--- src/rtl/flu_wb_arbiter.sv ---
// Writeback arbiter for the FLU port: combinational producers always win, and each
// sequential unit gets a one-entry holding slot with round-robin draining.

module flu_wb_hold_slot #(
    parameter int unsigned XLEN          = 64,
    parameter int unsigned TRANS_ID_BITS = 3
) (
    input  logic                     clk_i,
    input  logic                     rst_ni,
    input  logic                     flush_i,
    input  logic                     capture_i,
    input  logic                     release_i,
    input  logic [XLEN-1:0]          result_i,
    input  logic [TRANS_ID_BITS-1:0] trans_id_i,
    output logic                     held_o,
    output logic [XLEN-1:0]          result_o,
    output logic [TRANS_ID_BITS-1:0] trans_id_o
);
    always_ff @(posedge clk_i or negedge rst_ni) begin
        if (!rst_ni) begin
            held_o     <= 1'b0;
            result_o   <= '0;
            trans_id_o <= '0;
        end else if (flush_i) begin
            held_o <= 1'b0;
        end else if (capture_i) begin
            held_o     <= 1'b1;
            result_o   <= result_i;
            trans_id_o <= trans_id_i;
        end else if (release_i) begin
            held_o <= 1'b0;
        end
    end
endmodule

module flu_wb_arbiter #(
    parameter int unsigned NR_SEQ        = 2,
    parameter int unsigned XLEN          = 64,
    parameter int unsigned TRANS_ID_BITS = 3,
    parameter int unsigned STARVE_LIMIT  = 4
) (
    input  logic                            clk_i,
    input  logic                            rst_ni,
    input  logic                            flush_i,
    input  logic                            comb_valid_i,
    input  logic [XLEN-1:0]                 comb_result_i,
    input  logic [TRANS_ID_BITS-1:0]        comb_trans_id_i,
    input  logic [NR_SEQ-1:0]               seq_valid_i,
    input  logic [NR_SEQ*XLEN-1:0]          seq_result_i,
    input  logic [NR_SEQ*TRANS_ID_BITS-1:0] seq_trans_id_i,
    output logic [NR_SEQ-1:0]               seq_ready_o,
    output logic                            wb_valid_o,
    output logic [XLEN-1:0]                 wb_result_o,
    output logic [TRANS_ID_BITS-1:0]        wb_trans_id_o,
    output logic [NR_SEQ:0]                 wb_src_o,
    output logic                            comb_stall_o
);
    localparam int unsigned RR_W = (NR_SEQ > 1) ? $clog2(NR_SEQ) : 1;

    logic [NR_SEQ-1:0]                         held, req, capture, release_v;
    logic [NR_SEQ-1:0][XLEN-1:0]               hold_result;
    logic [NR_SEQ-1:0][TRANS_ID_BITS-1:0]      hold_id;
    logic [RR_W-1:0]                           rr_q, gnt_idx;
    logic                                      gnt_found, seq_gnt;
    logic [3:0]                                starve_q;
    int                                        rr_idx;

    // A unit with a held entry is not ready, so a live valid only counts when empty.
    assign req         = held | seq_valid_i;
    assign seq_ready_o = ~held;
    assign seq_gnt     = gnt_found & ~comb_valid_i & ~flush_i;

    always_comb begin
        gnt_found = 1'b0;
        gnt_idx   = '0;
        rr_idx    = 0;
        for (int k = 0; k < int'(NR_SEQ); k++) begin
            rr_idx = int'(rr_q) + k;
            if (rr_idx >= int'(NR_SEQ)) rr_idx = rr_idx - int'(NR_SEQ);
            if (!gnt_found && req[rr_idx]) begin
                gnt_found = 1'b1;
                gnt_idx   = RR_W'(rr_idx);
            end
        end
    end

    for (genvar i = 0; i < int'(NR_SEQ); i++) begin : g_slot
        assign release_v[i] = seq_gnt & (int'(gnt_idx) == i);
        assign capture[i]   = seq_valid_i[i] & ~held[i] & ~flush_i & ~release_v[i];

        flu_wb_hold_slot #(.XLEN(XLEN), .TRANS_ID_BITS(TRANS_ID_BITS)) u_slot (
            .clk_i     (clk_i),
            .rst_ni    (rst_ni),
            .flush_i   (flush_i),
            .capture_i (capture[i]),
            .release_i (release_v[i]),
            .result_i  (seq_result_i[i*XLEN +: XLEN]),
            .trans_id_i(seq_trans_id_i[i*TRANS_ID_BITS +: TRANS_ID_BITS]),
            .held_o    (held[i]),
            .result_o  (hold_result[i]),
            .trans_id_o(hold_id[i])
        );
    end

    always_comb begin
        wb_valid_o    = (comb_valid_i | (|req)) & ~flush_i;
        wb_result_o   = '0;
        wb_trans_id_o = '0;
        wb_src_o      = '0;
        if (wb_valid_o) begin
            if (comb_valid_i) begin
                wb_result_o   = comb_result_i;
                wb_trans_id_o = comb_trans_id_i;
                wb_src_o[0]   = 1'b1;
            end else if (held[gnt_idx]) begin
                wb_result_o   = hold_result[gnt_idx];
                wb_trans_id_o = hold_id[gnt_idx];
                wb_src_o[int'(gnt_idx)+1] = 1'b1;
            end else begin
                wb_result_o   = seq_result_i[int'(gnt_idx)*XLEN +: XLEN];
                wb_trans_id_o = seq_trans_id_i[int'(gnt_idx)*TRANS_ID_BITS +: TRANS_ID_BITS];
                wb_src_o[int'(gnt_idx)+1] = 1'b1;
            end
        end
    end

    // Starvation: count cycles a held entry loses to comb; issue is asked to bubble.
    always_ff @(posedge clk_i or negedge rst_ni) begin
        if (!rst_ni) begin
            rr_q     <= '0;
            starve_q <= '0;
        end else begin
            if (seq_gnt)
                rr_q <= (int'(gnt_idx) == int'(NR_SEQ) - 1) ? '0 : gnt_idx + RR_W'(1);
            if (flush_i || seq_gnt)
                starve_q <= '0;
            else if ((|held) && comb_valid_i && starve_q != 4'hF)
                starve_q <= starve_q + 4'd1;
        end
    end

    assign comb_stall_o = (starve_q >= 4'(STARVE_LIMIT));

endmodule

--- config.mk ---
export PLATFORM = sky130hd
export DESIGN_NAME = flu_wb_arbiter
export DESIGN_NICKNAME = d
export VERILOG_FILES = /design/src/rtl/flu_wb_arbiter.sv
export SDC_FILE = /design/constraint.sdc
export NUM_CORES = 1
export LEC_CHECK = 0
export CORE_MARGIN = 2
export CORE_UTILIZATION = 35
export DETAILED_ROUTE_END_ITERATION = 8
export PLACE_DENSITY = 0.62
export SLEW_MARGIN = 20
export SYNTH_ARGS = -nofsm -noshare
export SYNTH_HDL_FRONTEND = slang
export SYNTH_SLANG_ARGS = --single-unit
--- constraint.sdc ---
create_clock -name clk_i -period 2 [get_ports clk_i]
set_input_delay 0.4 -clock clk_i [delete_from_list [all_inputs] [get_ports clk_i]]
set_output_delay 0.4 -clock clk_i [all_outputs]
set_load 0.01 [all_outputs]
# After elaboration in Yosys (flattened, before gate mapping)
# Cells that the tools add are included.
op_classes:
  n_eq_ne: 1
  n_reduce_logical: 13
  shift: 2
  magnitude_cmp: 8
  bitwise_logic: 21
  addsub: 6
  n_mux: 38
  mul: 1
ops:
  columns: ["operator", "n"]
  rows:
  - ["$mux W64", 5]
  - ["$shiftx A128 B8 Y64", 1]
  - ["$lt A32 B3 Y1 const B", 2]
  - ["$mux W32", 2]
  - ["$mux W1", 21]
  - ["$mux W3", 6]
  - ["$and A1 B1 Y1", 11]
  - ["$mux W4", 2]
  - ["$not A1 Y1", 7]
  - ["$reduce_bool A3 Y1", 2]
  - ["$shiftx A6 B4 Y3", 1]
  - ["$add A1 B1 Y2 const B", 2]
  - ["$add A4 B1 Y4 const B", 1]
  - ["$ge A4 B3 Y1 const B", 1]
  - ["$logic_and A1 B1 Y1", 4]
  - ["$ne A4 B4 Y1 const B", 1]
  - ["$reduce_and A2 Y1", 2]
  - ["$reduce_or A2 Y1", 2]
  - ["$lt A2 B3 Y1 const B", 1]
  - ["$mul A1 B2 Y3 const B", 1]
  - ["$sub A1 B2 Y3 const B", 1]
  - ["$sub A2 B2 Y3 const B", 1]
  - ["$demux W1 S2", 1]
  - ["$ge A1 B2 Y1 const B", 1]
  - ["11 further kinds", 11]
totals:
  regBits: 141
  input_bits: 207
  elab_cells: 98

# Depth between registers and ports, before layout
# Gate-level depths: netlist of the first run.
depth:
  ltp_word: 16
  mapped_depth: 7
  depth_no_buf: 5

# Modules after synthesis
# A second synthesis of the first run with hierarchy kept.
hier_totals:
  cells_unflattened: 869
  hier_area_um2: 8465.6
modules_own_cells:
  columns: ["module", "area_each_um2", "instances", "cells_per_inst"]
  rows:
  - ["flu_wb_hold_slot", 2691.3, 2, 146]
  - ["flu_wb_arbiter", 3083.0, 1, 577]

# Least setup slack after synthesis of the first run
# OpenSTA, ideal clock, no wires.
synth_path:
  kind: "reg-to-output"
  from: "register rr_q"
  to: "output wb_result_o[2]"
  t_arrival_ns: 1.711
  t_required_ns: 1.600
  path_slack_ns: -0.111
  path_stages_with_launch: 7
  cell_sequence: "dfrtp_1 or3b_1 buf_6 o21ai_4 buf_2 a221oi_1 o31ai_1"
synth_between:
  elab_chain_cells: 14
synth_lines:
  columns: ["element", "line", "text"]
  rows:
  - ["start, declared", "63", "logic [RR_W-1:0] rr_q, gnt_idx;"]
  - ["start signal, assigned", "134", "rr_q <= (int'(gnt_idx) == int'(NR_SEQ) - 1) ? '0 : gnt_idx + RR_W'(1);"]
  - ["$sub A1 B2 Y3 / $ge A1 B2 Y1 (equally long branches)", "79", "if (rr_idx >= int'(NR_SEQ)) rr_idx = rr_idx - int'(NR_SEQ);"]
  - ["$mux W32", "79", null]
  - ["$mux W1 (implied by the code) (3 in a row)", "80", "if (!gnt_found && req[rr_idx]) begin"]
  - ["$mux W1", "80", null]
  - ["$logic_not A1 Y1", "80", null]
  - ["$logic_and A1 B1 Y1", "80", null]
  - ["$mux W1 *", "80", null]
  - ["branches (longest 2 deep; another with $shiftx A128 B8 Y64)", null, null]
  - ["$mux W64 *", "115", "end else if (held[gnt_idx]) begin"]
  - ["$mux W64 *", "111", "if (comb_valid_i) begin"]
  - ["$mux W64 *", "110", "if (wb_valid_o) begin"]
  - ["end, declared", "53", "output logic [XLEN-1:0] wb_result_o,"]
# Every way passes the cells marked *. The select of a mux whose other input is x is not followed.

# Worst setup path after layout of the first run
layout_path:
  from: "register g_slot[0].u_slot.held_o"
  to: "output wb_result_o[59]"
layout_between:
  elab_chain_cells: 13
layout_lines:
  columns: ["element", "line", "text"]
  rows:
  - ["start, declared", "15", "output logic held_o,"]
  - ["start signal, assigned", "21", "held_o <= 1'b0;"]
  - ["start signal, assigned", "25", "held_o <= 1'b0;"]
  - ["start signal, assigned", "27", "held_o <= 1'b1;"]
  - ["branches (longest 12 deep; another with $shiftx A128 B8 Y64)", null, null]
  - ["$mux W64 *", "110", null]
# Marks and branches as above.

==> reports/qor.csv, run 1 <==
stage;metric;value;unit
floorplan;# IOs;281;
setup_path;cells on worst reg2reg path;14;
final_layout;most common cell after layout, fill and taps aside;clkdlybuf4s50_1;
timing;Fin. Hold Viols;0;
grt;largest net degree at the start of global routing;42;
logic_synthesis;asr flop ratio synth;1.00;
floorplan;Die H;167;microns
grt;vias in the first global route;9126;
timing;final setup fails;208;
detailed_routing;met1 WL;17300;microns
setup_path;Crit path max-delay family;buffers and inverters;
setup_path;ordered cell list for the critical path;or3b_4 > buf_12 > buf_12 > buf_16 > buf_6 > and2_4 > a221oi_2 > o31ai_2 > buf_2;
power_and_ir_drop;clock group share of total power;0.221;
clock_network;clk slew on worst S/H paths;60;ps
logic_synthesis;synth unique cells;40;
power_and_ir_drop;PD cells;834;nW/um^2
grt;initial antenna violation count;3;
timing;Tcrit/Tclk final;1.46;
power_and_ir_drop;sw frac;0.337;
setup_path;WP buf/inv;5;
timing;Slew Viols, Final;0;
run_status;failing checks;negative setup slack;
logic_synthesis;Mean Syn Cell Area;11.5;sq um
detailed_routing;top layer in use;met5;
logic_synthesis;Yosys reg bits;141;
final_layout;fin nets;1448;
clock_network;Worst-Skew Late Latency;420;ps
logic_synthesis;ys flop type;dfrtp_1;
logic_synthesis;total of warnings raised by yosys;0;
grt;first-pass GRT wire length;54600;microns
clock_network;CTS tree;yes;
logic_synthesis;number of flops mapped to enable cells by yosys;0;
run_status;status;finished with violations;
logic_synthesis;cells after synthesis;809;
place;post-DP HPWL;21300;microns
floorplan;CORE AREA;26100;sq um
detailed_routing;wirelength, routed;37600;microns
detailed_routing;routed wire length per instance;23.7;microns
final_layout;commonest non-fill, non-tap cells in the layout;clkdlybuf4s50_1 (204), dfrtp_1 (140), mux2_2 (101), buf_4 (93), a221oi_2 (92);
final_layout;Non-Filler Instances;1589;
timing;measured slew at the worst slew-check pin;407;ps
setup_path;Worst R2R Start;g_slot[0].u_slot.held_o;
place;RePlAce Congestion;0.830;
setup_path;Crit path largest cell delay;500;ps
setup_path;most used cell, CP;buf_12;
logic_synthesis;Yosys top cell area share;0.379;
logic_synthesis;Seq/Total Area, Yosys;0.379;
final_layout;ratio of cells with drive above 1 in the final layout;0.564;
detailed_routing;Post-DRT Antenna Nets;0;
setup_path;Worst setup SP type;register;
power_and_ir_drop;Total Power;14.0;mW
grt;GR Util All Layers;0.252;
floorplan;Rows;59;
floorplan;die area;27900;sq um
logic_synthesis;Mapped Nets;1017;
floorplan;Die X;167;microns
final_layout;Area Overhead vs Synth;80.0;%
place;pre-CTS setup slack;-1190;ps
power_and_ir_drop;Seq pwr share;0.279;
timing;RSZ-0062 raised after global routing;yes;
run;max cap viols;0;
clock_network;Clock Tree Root;clkbuf_16;
logic_synthesis;area leader, netlist;dfrtp_1;
place;Placed Cells;1444;
worst_hold_path;Hold Path Class;input port to async pin;
setup_path;CP arrival;2520;ps
detailed_routing;vias per cell;5.54;
detailed_routing;post-detailed-route DRC marker count;0;
setup_path;crit path max fanout;8;
logic_synthesis;top cells by area, synth;dfrtp_1 (38%), mux2_2 (16%), a221oi_2 (9.7%), o31ai_2 (8.1%), and2_1 (7.8%);
floorplan;Starting Density;0.357;
detailed_routing;Met3 Routed Length;1920;microns
place;I/O Buffers;280;
power_and_ir_drop;combinational fraction of design power;0.501;
grt;global route total overflow;0;
setup_path;CP max-delay cell;or3b_4;
setup_path;worst r2r dst;g_slot[0].u_slot.result_o[50];
detailed_routing;met2 WL;17600;microns
timing;Setup WS post-layout;-921;ps
setup_path;CP endpoint kind;output pin;
setup_path;Req. time, crit path;1600;ps
detailed_routing;total number of vias;8796;
timing;Final Critical Period;2920;ps
setup_path;r2r setup slk;-590;ps
clock_network;Inserted Clock Buffers;17;
power_and_ir_drop;P_sw;4.71;mW
power_and_ir_drop;VDD IR-drop max;484;uV
timing;hold_ws;474;ps
power_and_ir_drop;Pint;9.27;mW
timing;Worst Skew;9.40;ps
power_and_ir_drop;Leak;7.04;nW
timing;achievable frequency;0.342;GHz
clock_network;total number of H-tree levels;4;
timing;Worst slew margin;0.726;
logic_synthesis;mapped cell area;9310;sq um
setup_path;kind of critical path;register to output pin;
detailed_routing;first-iteration detailed-routing DRC count;437;
clock_network;Longest Clk Path Bufs;2;
detailed_routing;Pre-antenna DRT Iters;4;
clock_network;Clock Sinks;141;
==> power by group through the flow <==
stage | clock, mW | combinational, mW | sequential (mW)
after floorplan | 0 | 2.86 | 3.80
after global placement | 0 | 4.73 | 3.85
after detailed placement | 0 | 4.77 | 3.90
after CTS | 3.15 | 5.99 | 3.86
after global routing | 3.28 | 7.38 | 3.99
final | 3.08 | 7.00 | 3.90
==> synthesized netlist by cell type (3+ instances only) <==
| cell | count |
|---|---|
| nand2_1 | 67 |
| dfrtp_1 | 141 |
| buf_4 | 14 |
| a221oi_2 | 60 |
| o31ai_1 | 8 |
| xnor2_1 | 3 |
| nor2_1 | 9 |
| clkbuf_1 | 26 |
| inv_1 | 4 |
| a221oi_1 | 74 |
| and2_1 | 116 |
| o31ai_2 | 60 |
| mux2_2 | 134 |
| and2_0 | 18 |
| buf_2 | 35 |
| buf_6 | 15 |
==> through the flow <==
step / utilization / setup TNS (ps) / cell area, sq um
floorplan: - / -6630 / 9310
global placement: 0.514 / -144970 / 13400
detailed placement: 0.514 / -145740 / 13400
CTS: 0.603 / -97770 / 15700
global route: 0.643 / -128410 / 16800
finish: 0.643 / -110420 / 16800
==> timing repair <==
item                                    CTS  global route
hold endpoints to repair                 32             0
buffers inserted                         58            22
resized for setup                       420           173
pin swaps                                70            89
cloned                                   27            12
hold buffers                              1             0
endpoints found under the setup margin  208           208
==> worst max path at each step <==
stage,start,end,depth (start not counted)
after floorplan,rr_q,wb_result_o[2],6
after global placement,seq_valid_i[1],wb_result_o[49],9
after detailed placement,seq_valid_i[1],wb_result_o[49],9
after CTS,rr_q,wb_result_o[14],8
after global routing,g_slot[0].u_slot.held_o,wb_result_o[59],9
final,g_slot[0].u_slot.held_o,wb_result_o[59],9
==> registers in the layout, indices dropped and copies added (netlist names) <==
register and flops:
g_slot.u_slot.result_o 128, g_slot.u_slot.held_o 2, rr_q 1, starve_q 4, g_slot.u_slot.trans_id_o 6
==> final cells by class <==
class | count | area (sq um)
inverters | 4 | 15.0
clock inverters | 13 | 118
fillers | 1976 | 9300
diodes | 1 | 2.50
clock buffers | 19 | 443
well taps | 335 | 419
repair buffers | 502 | 5760
multi-input cells | 574 | 6470
flip-flops and latches | 141 | 3530
==> cell families (layout without fill, tap and decap cells) <==
logic type,Yosys count,count (layout),synth area share
compound gates,215,215,0.266
other cells,0,1,0
fa+ha+maj,1,1,0.00134
buf+inv,94,538,0.0603
xor+xnor,3,3,0.00282
mux,135,135,0.163
simple gates,220,220,0.127
flops,141,141,0.379
==> layer usage <==
metal,vias up,global-route usage
met4,2,0.0701
met5,-,0
met2,314,0.400
met3,52,0.0440
li1,3999,-
met1,4429,0.354
No activity file was read; power rests on OpenSTA's default activity.
==> inputs of run 2 (changes only) <==
--- a/config.mk
+++ b/config.mk
@@ -5,7 +5,6 @@
 export SDC_FILE = /design/constraint.sdc
 export NUM_CORES = 1
 export LEC_CHECK = 0
-export CORE_MARGIN = 2
 export CORE_UTILIZATION = 35
 export DETAILED_ROUTE_END_ITERATION = 8
 export PLACE_DENSITY = 0.62
==> constraint.sdc (replaced) <==
create_clock -name clk_i -period 2.45 [get_ports clk_i]
set_input_delay 0.49 -clock clk_i [delete_from_list [all_inputs] [get_ports clk_i]]
set_output_delay 0.49 -clock clk_i [all_outputs]
set_load 0.01 [all_outputs]
==> reports/qor.csv, run 2 (synthesized netlist as in run 1, its figures left out) <==
stage;metric;value;unit;change
power_and_ir_drop;Total Power;10.6;mW;-24%
clock_network;CTS tree;yes;;
timing;Worst slew margin;0.633;;-0.0929
clock_network;Worst-Skew Late Latency;430;ps;about the same
setup_path;Worst setup SP type;input port;;
power_and_ir_drop;sw frac;0.334;;-0.00311
floorplan;die area;27300;sq um;-2.4%
place;I/O Buffers;280;;unchanged
place;pre-CTS setup slack;-952;ps;+238 ps
floorplan;# IOs;281;;unchanged
timing;Tcrit/Tclk final;1.17;;
detailed_routing;Post-DRT Antenna Nets;0;;unchanged
power_and_ir_drop;VDD IR-drop max;400;uV;-18%
power_and_ir_drop;combinational fraction of design power;0.460;;-0.041
floorplan;Starting Density;0.357;;unchanged
grt;first-pass GRT wire length;48400;microns;-11%
floorplan;Die H;165;microns;-1.2%
power_and_ir_drop;P_sw;3.53;mW;-25%
setup_path;kind of critical path;input port to output pin;;
clock_network;Clock Sinks;141;;unchanged
detailed_routing;total number of vias;8133;;-7.5%
timing;Worst Skew;16.9;ps;+7.54 ps
setup_path;r2r setup slk;310;ps;+900 ps
setup_path;CP arrival;2370;ps;-150 ps
clock_network;hold buffers post-CTS;0;;-1
clock_network;Inserted Clock Buffers;17;;unchanged
detailed_routing;wirelength, routed;32400;microns;-14%
grt;largest net degree at the start of global routing;55;;+31%
final_layout;Non-Filler Instances;1495;;-5.9%
final_layout;Area Overhead vs Synth;61.7;%;
timing;Final Critical Period;2860;ps;
final_layout;commonest non-fill, non-tap cells in the layout;clkdlybuf4s50_1 (207), dfrtp_1 (141), mux2_2 (134), and2_1 (110), a221oi_2 (94);;
power_and_ir_drop;PD cells;702;nW/um^2;-16%
power_and_ir_drop;Seq pwr share;0.299;;+0.020
detailed_routing;first-iteration detailed-routing DRC count;327;;-25%
floorplan;Die X;165;microns;-1.2%
detailed_routing;routed wire length per instance;21.7;microns;-8.5%
final_layout;Biggest register;g_slot.u_slot.result_o;;
worst_hold_path;Hold Path Class;input port to async pin;;
grt;vias in the first global route;8365;;-8.3%
floorplan;CORE AREA;26100;sq um;unchanged
setup_path;Req. time, crit path;1960;ps;+360 ps
run_status;status;finished with violations;;
detailed_routing;post-detailed-route DRC marker count;0;;unchanged
timing;Setup WS post-layout;-410;ps;+511 ps
place;post-DP HPWL;20400;microns;-4.2%
place;Placed Cells;1416;;-1.9%
power_and_ir_drop;Pint;7.04;mW;-24%
timing;setup TNS;-23750;ps;+86,660 ps
final_layout;fin nets;1355;;-6.4%
timing;RSZ-0062 raised after global routing;yes;;
timing;Slew Viols, Final;0;;unchanged
setup_path;CP endpoint kind;output pin;;
clock_network;clk slew on worst S/H paths;70;ps;about the same
floorplan;Rows;59;;unchanged
place;RePlAce Congestion;0.822;;-0.95%
timing;achievable frequency;0.350;GHz;
final_layout;max reg flops;128;;unchanged
power_and_ir_drop;Leak;6.05;nW;-14%
clock_network;total number of H-tree levels;4;;unchanged
setup_path;crit path max fanout;8;;unchanged
clock_network;Longest Clk Path Bufs;2;;unchanged
grt;global route total overflow;0;;unchanged
run_status;failing checks;negative setup slack;;
timing;measured slew at the worst slew-check pin;551;ps;+144 ps
detailed_routing;vias per cell;5.44;;-1.7%
final_layout;Regs by FF count;g_slot.u_slot.result_o x128, g_slot.u_slot.trans_id_o x6, starve_q x4;;
grt;GR Util All Layers;0.235;;-0.0167
final_layout;most common cell after layout, fill and taps aside;clkdlybuf4s50_1;;
clock_network;Clock Tree Root;clkbuf_16;;
detailed_routing;Pre-antenna DRT Iters;7;;+3
grt;initial antenna violation count;1;;-2
power_and_ir_drop;clock group share of total power;0.242;;+0.021
final_layout;ratio of cells with drive above 1 in the final layout;0.494;;-0.0707
timing;final setup fails;69;;-67%
run;max cap viols;0;;unchanged
timing;Fin. Hold Viols;0;;unchanged
-- run 2: per-layer routing --
layer	vias to the layer above	GRT usage	routed length, microns
li1	3790	-	-
met1	4105	0.311	14500
met2	219	0.390	15900
met3	19	0.0522	1730
met5	-	0	0
met4	0	0.0509	311
-- run 2: what timing repair did --
action	CTS	global route
setup buffers	26	1
setup endpoints to repair	71	69
resized for setup	407	37
pin swaps	67	50
cloned	21	2
hold endpoints to repair	0	0
-- run 2: power groups by stage --
| stage | Sequential (mW) | Combinational (mW) | Clock (mW) |
|---|---|---|---|
| after floorplan | 3.11 | 2.33 | 0 |
| after global placement | 3.15 | 3.74 | 0 |
| after detailed placement | 3.18 | 3.76 | 0 |
| after CTS | 3.15 | 4.63 | 2.61 |
| after global routing | 3.23 | 5.16 | 2.72 |
| final | 3.16 | 4.85 | 2.56 |
-- run 2: path summary, 6_finish.rpt --
check / startpoint / endpoint / depth (start not counted)
max: seq_valid_i[0] / wb_result_o[16] / 10
max in group asynchronous: rst_ni / g_slot[0].u_slot.result_o[54] / 2
min reg2reg: g_slot[0].u_slot.trans_id_o[2] / g_slot[0].u_slot.trans_id_o[2] / 1
min: rst_ni / g_slot[0].u_slot.result_o[36] / 1
min in group clk_i: g_slot[0].u_slot.trans_id_o[2] / g_slot[0].u_slot.trans_id_o[2] / 1
max reg2reg: g_slot[0].u_slot.held_o / g_slot[1].u_slot.result_o[4] / 8
-- run 2: worst max-delay path: stages --
cell and delay (ps):
dlygate4sd2_1 300, or3b_4 490, o21ai_4 140, buf_4 160
buf_6 110, buf_16 130, buf_8 110, a221oi_2 60
o31ai_2 210, buf_2 160
-- run 2: metrics by stage --
stage / hold WS (ps) / area, sq um / utilization
CTS: 43.9 / 14800 / 0.566
global placement: 477 / 13000 / 0.499
global route: 39.2 / 15100 / 0.578
floorplan: 194 / 9310 / -
finish: 2.61 / 15100 / 0.578
detailed placement: 484 / 13000 / 0.499
-- run 2: layout make-up --
type | instances | area, sq um
Antenna cell | 1 | 2.50
Clock inverter | 12 | 139
Fill cell | 2159 | 11000
Timing Repair Buffer | 408 | 4380
Sequential cell | 141 | 3530
Inverter | 4 | 15.0
Tap cell | 335 | 419
Clock buffer | 19 | 433
Multi-Input combinational cell | 575 | 6140
